File: src/rtl/reg_addr_seq_sel.sv
// reg_addr_seq_sel: registered register-address mux plus block-transfer list sequencer.
// Define REG_ADDR_SEQ_SEL_DESC_EN to allow descending list order (ir[23]=0 at start).
module reg_addr_seq_sel #(
  parameter int AW     = 4,
  parameter int NREG   = 16,
  parameter int IRW    = 32,
  parameter int PC_IDX = 15,
  parameter int LR_IDX = 14
) (
  input  logic           clk,
  input  logic           reset,
  input  logic [IRW-1:0] ir,
  input  logic [2:0]     sel,
  input  logic           start,
  input  logic           step,
  output logic [AW-1:0]  out,
  output logic           valid,
  output logic           busy,
  output logic           done,
  output logic [AW:0]    count
);
  typedef enum logic {IDLE, RUN} state_t;
  state_t state_q, state_d;
  logic [NREG-1:0] mask_q, mask_d, src_mask;
  logic [AW-1:0] out_q, out_d, idx, fld;
  logic valid_q, valid_d, done_q, done_d;
  logic [AW:0] count_q, count_d;
  logic unused_ir;
  assign unused_ir = ^ir;
  function automatic logic [AW-1:0] lo_idx(input logic [NREG-1:0] m);
    lo_idx = '0;
    for (int i = NREG - 1; i >= 0; i--) if (m[i]) lo_idx = AW'(i);
  endfunction
`ifdef REG_ADDR_SEQ_SEL_DESC_EN
  logic desc_q, desc_d;
  function automatic logic [AW-1:0] hi_idx(input logic [NREG-1:0] m);
    hi_idx = '0;
    for (int i = 0; i < NREG; i++) if (m[i]) hi_idx = AW'(i);
  endfunction
`endif
  // In IDLE the encoder looks at the incoming list so the first address lands with start.
  always_comb begin
    src_mask = (state_q == IDLE) ? ir[NREG-1:0] : mask_q;
`ifdef REG_ADDR_SEQ_SEL_DESC_EN
    desc_d = (state_q == IDLE) ? ~ir[23] : desc_q;
    idx    = desc_d ? hi_idx(src_mask) : lo_idx(src_mask);
`else
    idx    = lo_idx(src_mask);
`endif
    fld = (sel == 3'd0) ? AW'(ir[19:16]) :
          (sel == 3'd1) ? AW'(ir[15:12]) :
          (sel == 3'd2) ? AW'(ir[3:0])   :
          (sel == 3'd3) ? AW'(PC_IDX)    : AW'(LR_IDX);
  end
  always_comb begin
    state_d = state_q;
    mask_d  = mask_q;
    out_d   = out_q;
    valid_d = valid_q;
    count_d = count_q;
    done_d  = 1'b0;
    if (state_q == IDLE) begin
      if (sel < 3'd5) begin
        out_d   = fld;
        valid_d = 1'b1;
      end else if (sel == 3'd5 && start) begin
        count_d = '0;
        valid_d = 1'b0;
        mask_d  = src_mask & ~(NREG'(1) << idx);
        if (src_mask != '0) begin
          out_d   = idx;
          valid_d = 1'b1;
          count_d = (AW+1)'(1);
          state_d = RUN;
        end else begin
          done_d = 1'b1;
        end
      end else begin
        valid_d = 1'b0;
      end
    end else if (step) begin
      if (mask_q != '0) begin
        out_d   = idx;
        mask_d  = mask_q & ~(NREG'(1) << idx);
        count_d = count_q + (AW+1)'(1);
      end else begin
        valid_d = 1'b0;
        done_d  = 1'b1;
        state_d = IDLE;
      end
    end
  end
  always_ff @(posedge clk or posedge reset) begin
    if (reset) begin
      state_q <= IDLE;
      mask_q  <= '0;
      out_q   <= '0;
      valid_q <= 1'b0;
      done_q  <= 1'b0;
      count_q <= '0;
    end else begin
      state_q <= state_d;
      mask_q  <= mask_d;
      out_q   <= out_d;
      valid_q <= valid_d;
      done_q  <= done_d;
      count_q <= count_d;
    end
  end
`ifdef REG_ADDR_SEQ_SEL_DESC_EN
  always_ff @(posedge clk or posedge reset) begin
    if (reset) desc_q <= 1'b0;
    else if (state_q == IDLE) desc_q <= desc_d;
  end
`endif
  assign out   = out_q;
  assign valid = valid_q;
  assign busy  = (state_q == RUN);
  assign done  = done_q;
  assign count = count_q;
endmodule
File: config.mk
export PLATFORM = sky130hd
export DESIGN_NAME = reg_addr_seq_sel
export DESIGN_NICKNAME = d
export VERILOG_FILES = /design/src/rtl/reg_addr_seq_sel.sv
export SDC_FILE = /design/constraint.sdc
export NUM_CORES = 1
export LEC_CHECK = 0
export CORE_MARGIN = 3
export CORE_UTILIZATION = 45
export DETAILED_ROUTE_END_ITERATION = 7
export GPL_TIMING_DRIVEN = 0
export HOLD_SLACK_MARGIN = 0.12
export PLACE_DENSITY = 0.85
export SLEW_MARGIN = 5
export SYNTH_ARGS = -nofsm -noshare
export SYNTH_HDL_FRONTEND = slang
export SYNTH_SLANG_ARGS = --single-unit
File: constraint.sdc
create_clock -name clk -period 2.3 [get_ports clk]
set_clock_uncertainty 0.2 [all_clocks]
set_input_delay 0.23 -clock clk [delete_from_list [all_inputs] [get_ports clk]]
set_output_delay 0.23 -clock clk [all_outputs]
set_load 0.02 [all_outputs]
# Yosys cells after proc, flatten, opt, wreduce, memory -nomap -nowiden
# Cells that the tools add are included.
# W data, S select, Z words.
[totals]
register_bits = 28
input_bits = 39
output_inout_bits = 12
elab_cells = 84
[classes]
addsub = 1
magnitude_cmp = 1
n_eq_ne = 8
shifts = 1
mux = 54
bitwise = 3
reduce_logical = 10
[op_table]
columns = ["op", "count"]
rows = [
  ["$mux W4", 25],
  ["$mux W16", 6],
  ["$and A16 B16 Y16", 2],
  ["$reduce_bool A16 Y1", 2],
  ["$mux W5", 5],
  ["$mux W1", 18],
  ["$not A16 Y16", 1],
  ["$shl A1 B4 Y16 const A", 1],
  ["$reduce_and A4 Y1", 2],
  ["$eq A3 B2 Y1 const B", 2],
  ["$ne A2 B2 Y1 const B", 3],
  ["$reduce_bool A3 Y1", 2],
  ["$add A5 B1 Y5 const B", 1],
  ["$eq A3 B1 Y1 const B", 1],
  ["$eq A3 B3 Y1 const B", 1],
  ["$logic_not A3 Y1", 1],
  ["$lt A3 B3 Y1 const B", 1],
  ["$ne A2 B1 Y1 const B", 1],
  ["$reduce_and A2 Y1", 1],
  ["$reduce_bool A2 Y1", 1],
  ["$logic_and A1 B1 Y1", 1],
]

# Longest topological paths before layout
# Gate-level depths: netlist of the first run.
[logic_depth]
word_depth = 23
mapped_depth = 9
mapped_depth_nobuf = 7

# Least setup slack after synthesis of the first run
# OpenSTA, ideal clock, no wires.
[synth_path]
path_kind = "register -> register"
startpoint = "register state_q, in the netlist busy"
endpoint = "register out_q[0], in the netlist out[0]"
setup_ns = 0.125
t_arrival_ns = 2.111
required_ns = 1.975
slack_ns = -0.136
path_stages_with_launch = 10
n_path_buf = 2
synth_period_minus_slack_ns = 2.436
cell_sequence = "dfrtp_1 > buf_6 > buf_8 > nor3_4 > a21oi_2 > or3_1 > or2_4 > nand2_4 > nand3_4 > mux2_4"
[synth_via]
elab_chain_len = 21
word_cells_on_any_way = 29
classes_between = "2 x eq/ne; 23 x mux; 4 x reduce/logical"
[synth_lines]
columns = ["item", "line", "rtl"]
rows = [
  ["start, declared", "23", "state_t state_q, state_d;"],
  ["start signal, assigned", "102", "state_q <= state_d;"],
  ["$mux W16", "43", "src_mask = (state_q == IDLE) ? ir[NREG-1:0] : mask_q;"],
  ["$mux W4 (16 in a row)", "32", "for (int i = NREG - 1; i >= 0; i--) if (m[i]) lo_idx = AW'(i);"],
  ["$mux W4", "70", "if (src_mask != '0) begin"],
  ["$mux W4", "66", "end else if (sel == 3'd5 && start) begin"],
  ["$mux W4", "63", "if (sel < 3'd5) begin"],
  ["$mux W4", "62", "if (state_q == IDLE) begin"],
  ["end signal, assigned", "104", "out_q <= out_d;"],
  ["end, declared", "25", "logic [AW-1:0] out_q, out_d, idx, fld;"],
]
# Several ways; a longest one is shown, not always the timed one. The select of a mux whose other input is x is not followed.
# A chain may end at the register's enable or synchronous reset.

# Worst setup path in the final report of the first run
[layout_path]
startpoint = "register state_q, in the netlist busy"
endpoint = "register out_q[1], in the netlist out[1]"
# Same word-level chain as after synthesis.

==> summary.txt, run 1 <==
GRT
  – Pin count of the biggest net entering global routing: 29
  – Total track usage: roughly 23%
  – GRT overflow: 0
  – Number of global-route vias before repair: just over 2000
  – Initial antenna violation count: 0
  – First-pass GRT wire length: 9.95 mm

Worst setup path
  – CP endpoint kind: flip-flop
  – CP max stage delay: roughly 0.42 ns
  – R2r worst-path depth: 9
  – Delay-heaviest family, CP: simple AND/OR/NAND/NOR gates
  – Crit path max-delay cell type: or3_4
  – R2R setup slack: -0.17 ns
  – WP buf/inv: 2
  – Crit path cell chain: buf_12 -> buf_12 -> o21bai_4 -> o211ai_2 -> or3_4 -> or2_4 -> nand2_4 -> nand3_4 -> mux2_4
  – Crit-path most repeated cell: buf_12
  – Worst-path fanout max: 10
  – Reg2reg start: busy$_DFF_PP0_
  – CP Launch Type: flip-flop
  – Critical path depth: 9
  – Crit path DAT: approximately 2.4 ns
  – RR Endpoint: out[1]$_DFFE_PP0P_
  – Kind of critical path: flip-flop to flip-flop
  – Crit path to: out[1]$_DFFE_PP0P_
  – Critical path origin: busy$_DFF_PP0_
  – Critical Path RT: 2.28 ns

Route
  – # DRC: 0
  – DR WL/cell: 18.8 µm
  – Vias: 2118
  – Via/cell ratio: ~6.3
  – ANT nets after route: 0
  – DRT Pass-1 Iters: 5
  – DRT iter0 DRCs: ~200
  – WL final: about 6.3 mm

Clock tree
  – Clock sinks: 28
  – Root Buffer: clkbuf_8
  – H-Tree Depth: 1
  – Clock Pin Slew Worst Setup and Hold Paths: 0.10 ns
  – Max clock buf depth: 2
  – CTS buffer count: 3
  – CTS tree: done
  – Worst-Skew Late Latency: about 0.28 ns

STA
  – Pins over their slew limit: 0
  – RSZ-0062 raised after global routing: yes
  – Min Hold Slack: ~0.19 ns
  – Final hold violation count: 0
  – Worst setup margin: -0.165 ns
  – Worst-margin pin slew: 1.12 ns
  – Highest clock rate: 406 MHz
  – # setup viols final: 7
  – Fin crit share: 107%
  – Tmin final: 2.47 ns
  – Max transition margin: 25.5%
  – Setup TNS: -0.896 ns

Pwr
  – Leak: between 1 and 1.5 nW
  – Net load switching power: between 1.5 and 2 mW
  – Clk network pwr share: 8.0%
  – Sw Share: 45.9%
  – Peak supply drop: 0.553 mV
  – Pwr Total: 4.01 mW
  – Sequential power share: a little under a quarter
  – Gate power share: 68.6%
  – P per Cell Area: 1380 mW/mm²
  – Cell-internal power: between 2 and 2.5 mW

Floorplan
  – I/O Pins: 51
  – Starting Density: between 40% and 50%
  – Die H: roughly 74 µm
  – Core Footprint: 0.00444 mm²
  – Cell Rows: 24
  – Die area: around 0.0055 mm²
  – Die width: 74.5 µm

Yosys
  – Synth unique cells: 60
  – Top FF cell, synth: dfrtp_1
  – Number of flops mapped to enable cells by yosys: 0
  – Synth Net Count: between 200 and 300
  – Flops & latches, synth: 28
  – Synth warn: 0
  – Sequential-to-total area share from yosys stat: around a third
  – Post-synth ARST share: 100%
  – Avg Cell Area, Syn: around 9.1 µm²
  – Synth Instances: 232
  – Netlist Area Pre-Place: 0.00211 mm²

Final layout
  – Most common cell after layout, fill and taps aside: clkdlybuf4s50_1
  – P&R area growth vs syn: 38.0%
  – Post-layout util: 65.5%
  – Commonest non-fill, non-tap cells in the layout: clkdlybuf4s50_1, dfrtp_1, nor2_1, buf_4
  – Final nets: 326
  – Diode count: 0
  – Share of layout cells above drive strength 1: 27.0%
  – Fill count: 350

Job
  – Max cap viols: 0

Worst hold path
  – Hold_sp: ir[6]
  – Hold WC Path Type: primary input to flip-flop

Status
  – Status: complete, but fails checks
  – Failing checks: negative setup slack

Placement
  – Final Wtd Congestion: 0.923
  – HPWL Detailed: around 4.4 mm
  – Pre-CTS setup slack: -0.479 ns
  – PortBufs: 37
repair_timing:
action	4_1_cts	5_1_grt
pin swaps	5	7
gates resized for setup	19	24
endpoints found under the setup margin	21	23
setup buffers	7	6
hold buffers	0	0
per-stage QoR:
| stage | cells | instance area, µm² |
|---|---|---|
| floorplan | 232 | 2130 |
| global placement | 321 | 2570 |
| finish | 337 | 2910 |
| CTS | 331 | 2760 |
| global route | 337 | 2910 |
| detailed placement | 321 | 2570 |
layer usage:
layer  track usage (%)  vias to the layer above  routed length (µm)
met4              6.13                        0                 122
met1              31.7                     1023                2660
met2              38.7                      103                3150
met3              2.97                       18                 413
met5                 0                        -                   0
li1                  -                      974                   -
Yosys cell counts, drive strengths merged (2+ instances only):
| library cell | instances | area, µm² |
|---|---|---|
| a211oi | 8 | 60.1 |
| a21o | 4 | 30.0 |
| a21oi | 18 | 109 |
| a22o | 5 | 43.8 |
| a22oi | 4 | 30.0 |
| a31oi | 4 | 25.0 |
| and2 | 2 | 12.5 |
| buf | 5 | 41.3 |
| clkbuf | 4 | 15.0 |
| dfrtp | 28 | 701 |
| inv | 9 | 33.8 |
| mux2 | 8 | 105 |
| mux2i | 11 | 110 |
| nand2 | 9 | 41.3 |
| nand2b | 3 | 18.8 |
| nand3 | 5 | 37.5 |
| nand4 | 4 | 25.0 |
| nor2 | 28 | 108 |
| nor2b | 11 | 68.8 |
| nor3 | 8 | 61.3 |
| nor3b | 7 | 77.6 |
| nor4 | 2 | 18.8 |
| o211ai | 4 | 35.0 |
| o21ai | 14 | 70.1 |
| o21bai | 2 | 18.8 |
| o22ai | 4 | 25.0 |
| or2 | 3 | 21.3 |
| or3 | 3 | 23.8 |
| xor2 | 2 | 17.5 |
flip-flops by register name, indices dropped and copies added (netlist names):
name    count
busy        1
count       5
done        1
mask_q     16
out         4
valid       1
kinds of logic (layout without fill, tap and decap cells):
logic type      Yosys count  after routing  share of synthesized area (%)
compound gates           75             75                           24.9
xor+xnor                  2              2                          0.831
fa+ha+maj                 1              1                          0.593
buf+inv                  18             71                           4.27
flops                    28             28                           33.2
mux                      19             19                           10.2
simple gates             89             89                           26.0
layout make-up:
cell class / instances / area, µm² / area share [%]
Multi-Input combinational cell: 186 / 1510 / 51.7
Tap cell: 52 / 65.1 / 2.23
Inverter: 9 / 33.8 / 1.16
Buffer: 8 / 75.1 / 2.58
Timing Repair Buffer: 50 / 474 / 16.3
Sequential cell: 28 / 702 / 24.1
Clock buffer: 4 / 55.1 / 1.89
how the worst min path moves through the flow:
stage	end	slack [ns]	cells past startpoint
finish	mask_q[6]$_DFFE_PP0P_	0.19	3
global route	mask_q[6]$_DFFE_PP0P_	0.25	3
CTS	mask_q[3]$_DFFE_PP0P_	0.32	1
detailed placement	mask_q[3]$_DFFE_PP0P_	0.29	1
global placement	mask_q[3]$_DFFE_PP0P_	0.29	1
floorplan	count[0]$_DFFE_PP0P_	0.1	1
power by group through the flow:
stage	clock network, mW	registers [mW]	logic, mW
finish	0.322	0.937	2.75
global route	0.332	0.967	2.94
CTS	0.315	0.921	2.50
detailed placement	0	0.924	2.19
global placement	0	0.914	2.14
floorplan	0	0.986	1.47
worst min-delay path, delay by kind of cell:
family,cells,cell delay (ns)
muxes,1,0.16
and+or+nand+nor,1,0.05
buffers and inverters,1,0.20
No activity file was read; power rests on OpenSTA's default activity.
==> run 2: changes to the inputs <==
Settings changed: CORE_MARGIN 3 to 2, CORE_UTILIZATION 45 to 32, PLACE_DENSITY 0.85 to 0.66.
==> run 2 against run 1 <==
Compared with the run above:
- the flow still finishes with violations (negative setup slack)
- flip-flop and latch count did not move
- cell area is 10% higher
- register-to-register slack barely moved
- via count is 3.6% higher
- worst setup slack lost 0.010 ns
- count of clock-buffer cells in the layout fell by 1
- largest cell class unchanged
- highest routed layer unchanged
- hold slack got worse by 0.0038 ns
- largest power group unchanged
==> summary.txt, run 2 (synthesis results as in run 1) <==
Status
  – Status: complete, but fails checks
  – Failing checks: negative setup slack

Final layout
  – Cell area after layout: 0.00321 mm²
  – Largest reg by FF count: mask_q
  – P&R area growth vs syn: 52.0%
  – Finished Layout Cells: 376
  – Max reg flops: 16
  – Share of layout cells above drive strength 1: 32.4%
  – Most common cell after layout, fill and taps aside: clkdlybuf4s50_1
  – Post-layout util: 50.5%
  – Diode count: 0
  – Commonest non-fill, non-tap cells in the layout: clkdlybuf4s50_1, dfrtp_1, nor2_1, buf_4, a21oi_1
  – Final nets: 340

Pwr
  – P per Cell Area: 1430 mW/mm²
  – Leak: between 1 and 1.5 nW
  – Peak supply drop: about 0.66 mV

GRT
  – Initial antenna violation count: 0
  – GRT overflow: 0
  – Number of global-route vias before repair: 2084
  – Pin count of the biggest net entering global routing: 29
  – First-pass GRT wire length: 10.5 mm
  – Total track usage: a little under a fifth

Worst setup path
  – Crit path to: mask_q[13]$_DFFE_PP0P_
  – Crit path DAT: 2.46 ns
  – Critical Path RT: 2.29 ns
  – Worst-path fanout max: 6
  – CP endpoint kind: flip-flop
  – R2R setup slack: -0.18 ns
  – Critical path origin: busy$_DFF_PP0_
  – CP max stage delay: about 0.46 ns
  – Crit path max-delay cell type: dfrtp_2
  – Reg2reg start: busy$_DFF_PP0_
  – CP Launch Type: flip-flop
  – Kind of critical path: flip-flop to flip-flop
  – R2r worst-path depth: 9
  – RR Endpoint: mask_q[13]$_DFFE_PP0P_
  – Crit path cell chain: buf_12 -> clkbuf_16 -> nor3_4 -> o22a_1 -> a221oi_4 -> o21bai_4 -> inv_2 -> or3b_1 -> a22o_1

Placement
  – Placed inst area: roughly 0.0026 mm²
  – PortBufs: 37
  – Inst Count DP: 346
  – HPWL Detailed: 4.50 mm
  – Final Wtd Congestion: between 0.9 and 1

Route
  – Via/cell ratio: 5.84
  – DRT iter0 DRCs: 170
  – WL final: 7.02 mm
  – DRT Pass-1 Iters: 4
  – # DRC: 0
  – Vias: 2195
  – DR WL/cell: approximately 19 µm
  – ANT nets after route: 0

STA
  – Pins over their slew limit: 0
  – Tmin final: 2.48 ns
  – Worst-margin pin slew: ~1.1 ns
  – Worst setup margin: -0.176 ns
  – # setup viols final: 7
  – RSZ-0062 raised after global routing: yes
  – Fin crit share: 108%
  – Highest clock rate: 404 MHz
  – Max transition margin: roughly a quarter
  – Final hold violation count: 0

Clock tree
  – Clock Pin Slew Worst Setup and Hold Paths: 0.11 ns
  – CTS tree: done
  – H-Tree Depth: 1
  – Worst-Skew Late Latency: 0.29 ns
  – CTS buffer count: 3
  – Root Buffer: clkbuf_8
  – Max clock buf depth: 2
  – Clock sinks: 28
  – # hold bufs at CTS: 0

Floorplan
  – Core Footprint: between 0.006 and 0.007 mm²
  – Starting Density: roughly a third
  – Die H: 85.2 µm
  – Cell Rows: 29
  – I/O Pins: 51
  – Die width: 85.2 µm
  – Die area: just over 0.007 mm²

Job
  – Max cap viols: 0

Worst hold path
  – Hold WC Path Type: primary input to flip-flop
==> run 2: cell types whose count changed in the layout (fill, tap and decap cells not counted), moves of 2 or more <==
cell | before | now
nor3_2 | 4 | 0
buf_4 | 12 | 23
buf_2 | 3 | 1
nor3_4 | 3 | 7
nor3b_2 | 5 | 3
nor3b_4 | 1 | 4
clkbuf_4 | 0 | 2
==> run 2: layout make-up <==
| class | count | area (µm²) |
|---|---|---|
| fill | 542 | 3140 |
| multi-input combinational | 186 | 1600 |
| sequential | 28 | 702 |
| timing repair buffer | 64 | 616 |
| tap | 77 | 96.3 |
| buffer | 8 | 83.8 |
| clock buffer | 3 | 41.3 |
| inverter | 9 | 33.8 |
| clock inverter | 1 | 30.0 |
==> run 2: routing by layer <==
metal / up-vias / global-route usage (%) / part of all wire (%)
met4: 0 / 4.18 / 1.7
met2: 83 / 29.8 / 48
met1: 1094 / 24.7 / 44
met5: - / 0 / 0
met3: 14 / 3.89 / 5.4
li1: 1004 / - / -
==> run 2: worst min path at each step <==
stage | slack [ns] | start | cells past startpoint | end
2_1_floorplan | 0.1 | reset | 1 | count[0]$_DFFE_PP0P_
3_3_place_gp | 0.29 | mask_q[3]$_DFFE_PP0P_ | 1 | mask_q[3]$_DFFE_PP0P_
3_5_place_dp | 0.30 | out[1]$_DFFE_PP0P_ | 1 | out[1]$_DFFE_PP0P_
4_1_cts | 0.33 | out[1]$_DFFE_PP0P_ | 1 | out[1]$_DFFE_PP0P_
5_1_grt | 0.18 | ir[6] | 3 | mask_q[6]$_DFFE_PP0P_
6_report | 0.18 | ir[6] | 3 | mask_q[6]$_DFFE_PP0P_
==> run 2: through the flow <==
stage | hold slack, ns | total power [mW] | TNS, ns | worst slack, ns
final | 0.182 | 4.60 | -0.900 | -0.176
after global routing | 0.175 | 4.84 | -2.07 | -0.304
after CTS | 0.329 | 4.12 | -1.17 | -0.182
after detailed placement | 0.297 | 3.11 | -6.92 | -0.504
after global placement | 0.290 | 3.08 | -6.90 | -0.537
after floorplan | 0.0953 | 2.45 | -0.361 | -0.0832
==> run 2: what timing repair did <==
item,4_1_cts,5_1_grt
buffers inserted,15,13
setup endpoints to repair,23,27
resized for setup,38,27
cloned,1,1
pin swaps,16,21
==> run 2: worst max-delay path: cells and delay by family, from the launching register on <==
kind	cells	cell delay (ns)
flip-flops	1	0.46
AO/OA/AOI/OAI	4	0.76
AND/OR/NAND/NOR	2	0.56
buffers and inverters	3	0.40
==> run 2: power by group <==
part           switching, mW  internal, mW
clock                  0.178         0.234
sequential             0.267         0.694
combinational           1.61          1.61
total                   2.06          2.54
==> run 3: changes to the inputs <==
Settings changed: CORE_UTILIZATION 32 to 45, PLACE_DENSITY 0.66 to 0.85.
==> run 3 against run 2 <==
Compared with the run above:
- the run still ends with negative setup slack left
- die area down 28%
- non-clock buffer count down 15
- global-route usage up 6.5 points
==> summary.txt, run 3 (synthesis results as in run 1) <==
Pwr
  – Gate power share: 66.9%
  – Sequential power share: 23.2%
  – Cell-internal power: roughly 2.2 mW
  – Sw Share: between 40% and 50%
  – Peak supply drop: about 0.56 mV
  – P per Cell Area: 1400 mW/mm²
  – Clk network pwr share: under 10%
  – Net load switching power: 1.83 mW
  – Pwr Total: 4.06 mW
  – Leak: roughly 1.2 nW

Route
  – ANT nets after route: 0
  – DRT iter0 DRCs: around 180
  – Via/cell ratio: 6.29
  – WL final: ~6.4 mm
  – DRT Pass-1 Iters: 4
  – DR WL/cell: approximately 19 µm
  – Vias: 2112
  – # DRC: 0

Final layout
  – P&R area growth vs syn: 37.0%
  – Post-layout util: between 60% and 70%
  – Diode count: 0
  – Max reg flops: 16
  – Final nets: 325
  – Commonest non-fill, non-tap cells in the layout: clkdlybuf4s50_1, dfrtp_1, nor2_1
  – Most common cell after layout, fill and taps aside: clkdlybuf4s50_1
  – Largest reg by FF count: mask_q
  – Share of layout cells above drive strength 1: 25.7%

Floorplan
  – Die area: ~0.0053 mm²
  – Cell Rows: 24
  – Die width: 72.5 µm
  – Core Footprint: 0.00444 mm²
  – I/O Pins: 51
  – Die H: 72.5 µm
  – Starting Density: 47.5%

STA
  – RSZ-0062 raised after global routing: yes
  – Pins over their slew limit: 0
  – Final hold violation count: 0
  – Fin crit share: 108%
  – Tmin final: 2.49 ns
  – Min Hold Slack: 0.325 ns
  – Worst-margin pin slew: roughly 1.1 ns
  – # setup viols final: 10
  – Highest clock rate: 401 MHz
  – Max transition margin: 25.2%
  – Worst setup margin: -0.194 ns

GRT
  – Initial antenna violation count: 0
  – First-pass GRT wire length: 10.2 mm
  – GRT overflow: 0
  – Total track usage: 24.7%
  – Number of global-route vias before repair: 2110
  – Pin count of the biggest net entering global routing: 29

Clock tree
  – CTS tree: done
  – Clock sinks: 28
  – CTS buffer count: 3
  – Clock Pin Slew Worst Setup and Hold Paths: 0.10 ns
  – H-Tree Depth: 1
  – Max clock buf depth: 2
  – Root Buffer: clkbuf_8
  – Worst-Skew Late Latency: 0.28 ns

Placement
  – PortBufs: 37
  – Pre-CTS setup slack: -0.491 ns
  – Final Wtd Congestion: 0.925
  – HPWL Detailed: roughly 4.4 mm

Job
  – Max cap viols: 0

Worst setup path
  – CP endpoint kind: flip-flop
  – Worst-path fanout max: 10
  – Critical Path RT: 2.28 ns
  – Kind of critical path: flip-flop to flip-flop
  – Crit path DAT: ~2.5 ns
  – CP Launch Type: flip-flop

Worst hold path
  – Hold WC Path Type: primary input to asynchronous set/reset pin

Status
  – Status: complete, but fails checks
  – Failing checks: negative setup slack
==> run 3: cell count changes in the layout (fill, tap and decap cells not counted), moves of 3 or more <==
cell / delta
buf_4: -12
a21oi_2: +3
nor3_2: +3
a21oi_4: -3
nor3_4: -3
==> run 3: per-stage QoR <==
| stage | std cells | area, µm² | TNS, ns |
|---|---|---|---|
| floorplan | 232 | 2130 | -0.361 |
| global placement | 321 | 2570 | -5.97 |
| detailed placement | 321 | 2570 | -6.81 |
| CTS | 330 | 2770 | -1.18 |
| global route | 336 | 2890 | -2.13 |
| finish | 336 | 2890 | -1.26 |
==> run 3: cell type report <==
| cell class | instances | area [µm²] |
|---|---|---|
| fill | 337 | 1550 |
| tap | 52 | 65.1 |
| clock buffer | 3 | 41.3 |
| sequential | 28 | 702 |
| inverter | 9 | 33.8 |
| clock inverter | 1 | 30.0 |
| buffer | 8 | 77.6 |
| multi-input combinational | 186 | 1480 |
| timing repair buffer | 49 | 464 |
==> run 3: critical path, cell delays in order (launching register included) <==
cell	delay, ns
dfrtp_2	0.44
buf_12	0.15
buf_12	0.15
o21ai_1	0.14
o21ai_2	0.14
or3_1	0.39
or2_4	0.26
nand2_4	0.08
nand3_4	0.10
mux2_4	0.32
==> run 3: repair_timing <==
item / CTS / global route
hold buffers: 0 / 0
pin swaps: 4 / 11
setup buffers: 6 / 6
setup endpoints to repair: 21 / 21
gates resized for setup: 19 / 17
endpoints found under the hold margin: 0 / 0
==> run 3: power by group through the flow <==
stage          Sequential (mW)  Combinational [mW]  Clock, mW
3_3_place_gp             0.911                2.15          0
5_1_grt                  0.964                2.90      0.424
3_5_place_dp             0.922                2.20          0
4_1_cts                  0.915                2.46      0.407
2_1_floorplan            0.986                1.47          0
6_report                 0.941                2.72      0.401
==> run 3: worst paths after layout <==
kind | startpoint | end | slack (ns) | depth (start not counted)
setup / recovery | busy$_DFF_PP0_ | out[2]$_DFFE_PP0P_ | -0.19 | 9
hold / removal | reset | out[2]$_DFFE_PP0P_ | 0.33 | 2
setup reg to reg | busy$_DFF_PP0_ | out[2]$_DFFE_PP0P_ | -0.19 | 9
min in group clk | mask_q[3]$_DFFE_PP0P_ | mask_q[3]$_DFFE_PP0P_ | 0.33 | 1
hold reg to reg | mask_q[3]$_DFFE_PP0P_ | mask_q[3]$_DFFE_PP0P_ | 0.33 | 1
max in group asynchronous | reset | busy$_DFF_PP0_ | 0.83 | 2
==> run 3: per-layer routing <==
layer  GRT usage (%)  routed length, µm
met1            31.9               2570
met2            41.1               3120
met3            2.22                415
met4            12.8                260
met5               0                  0
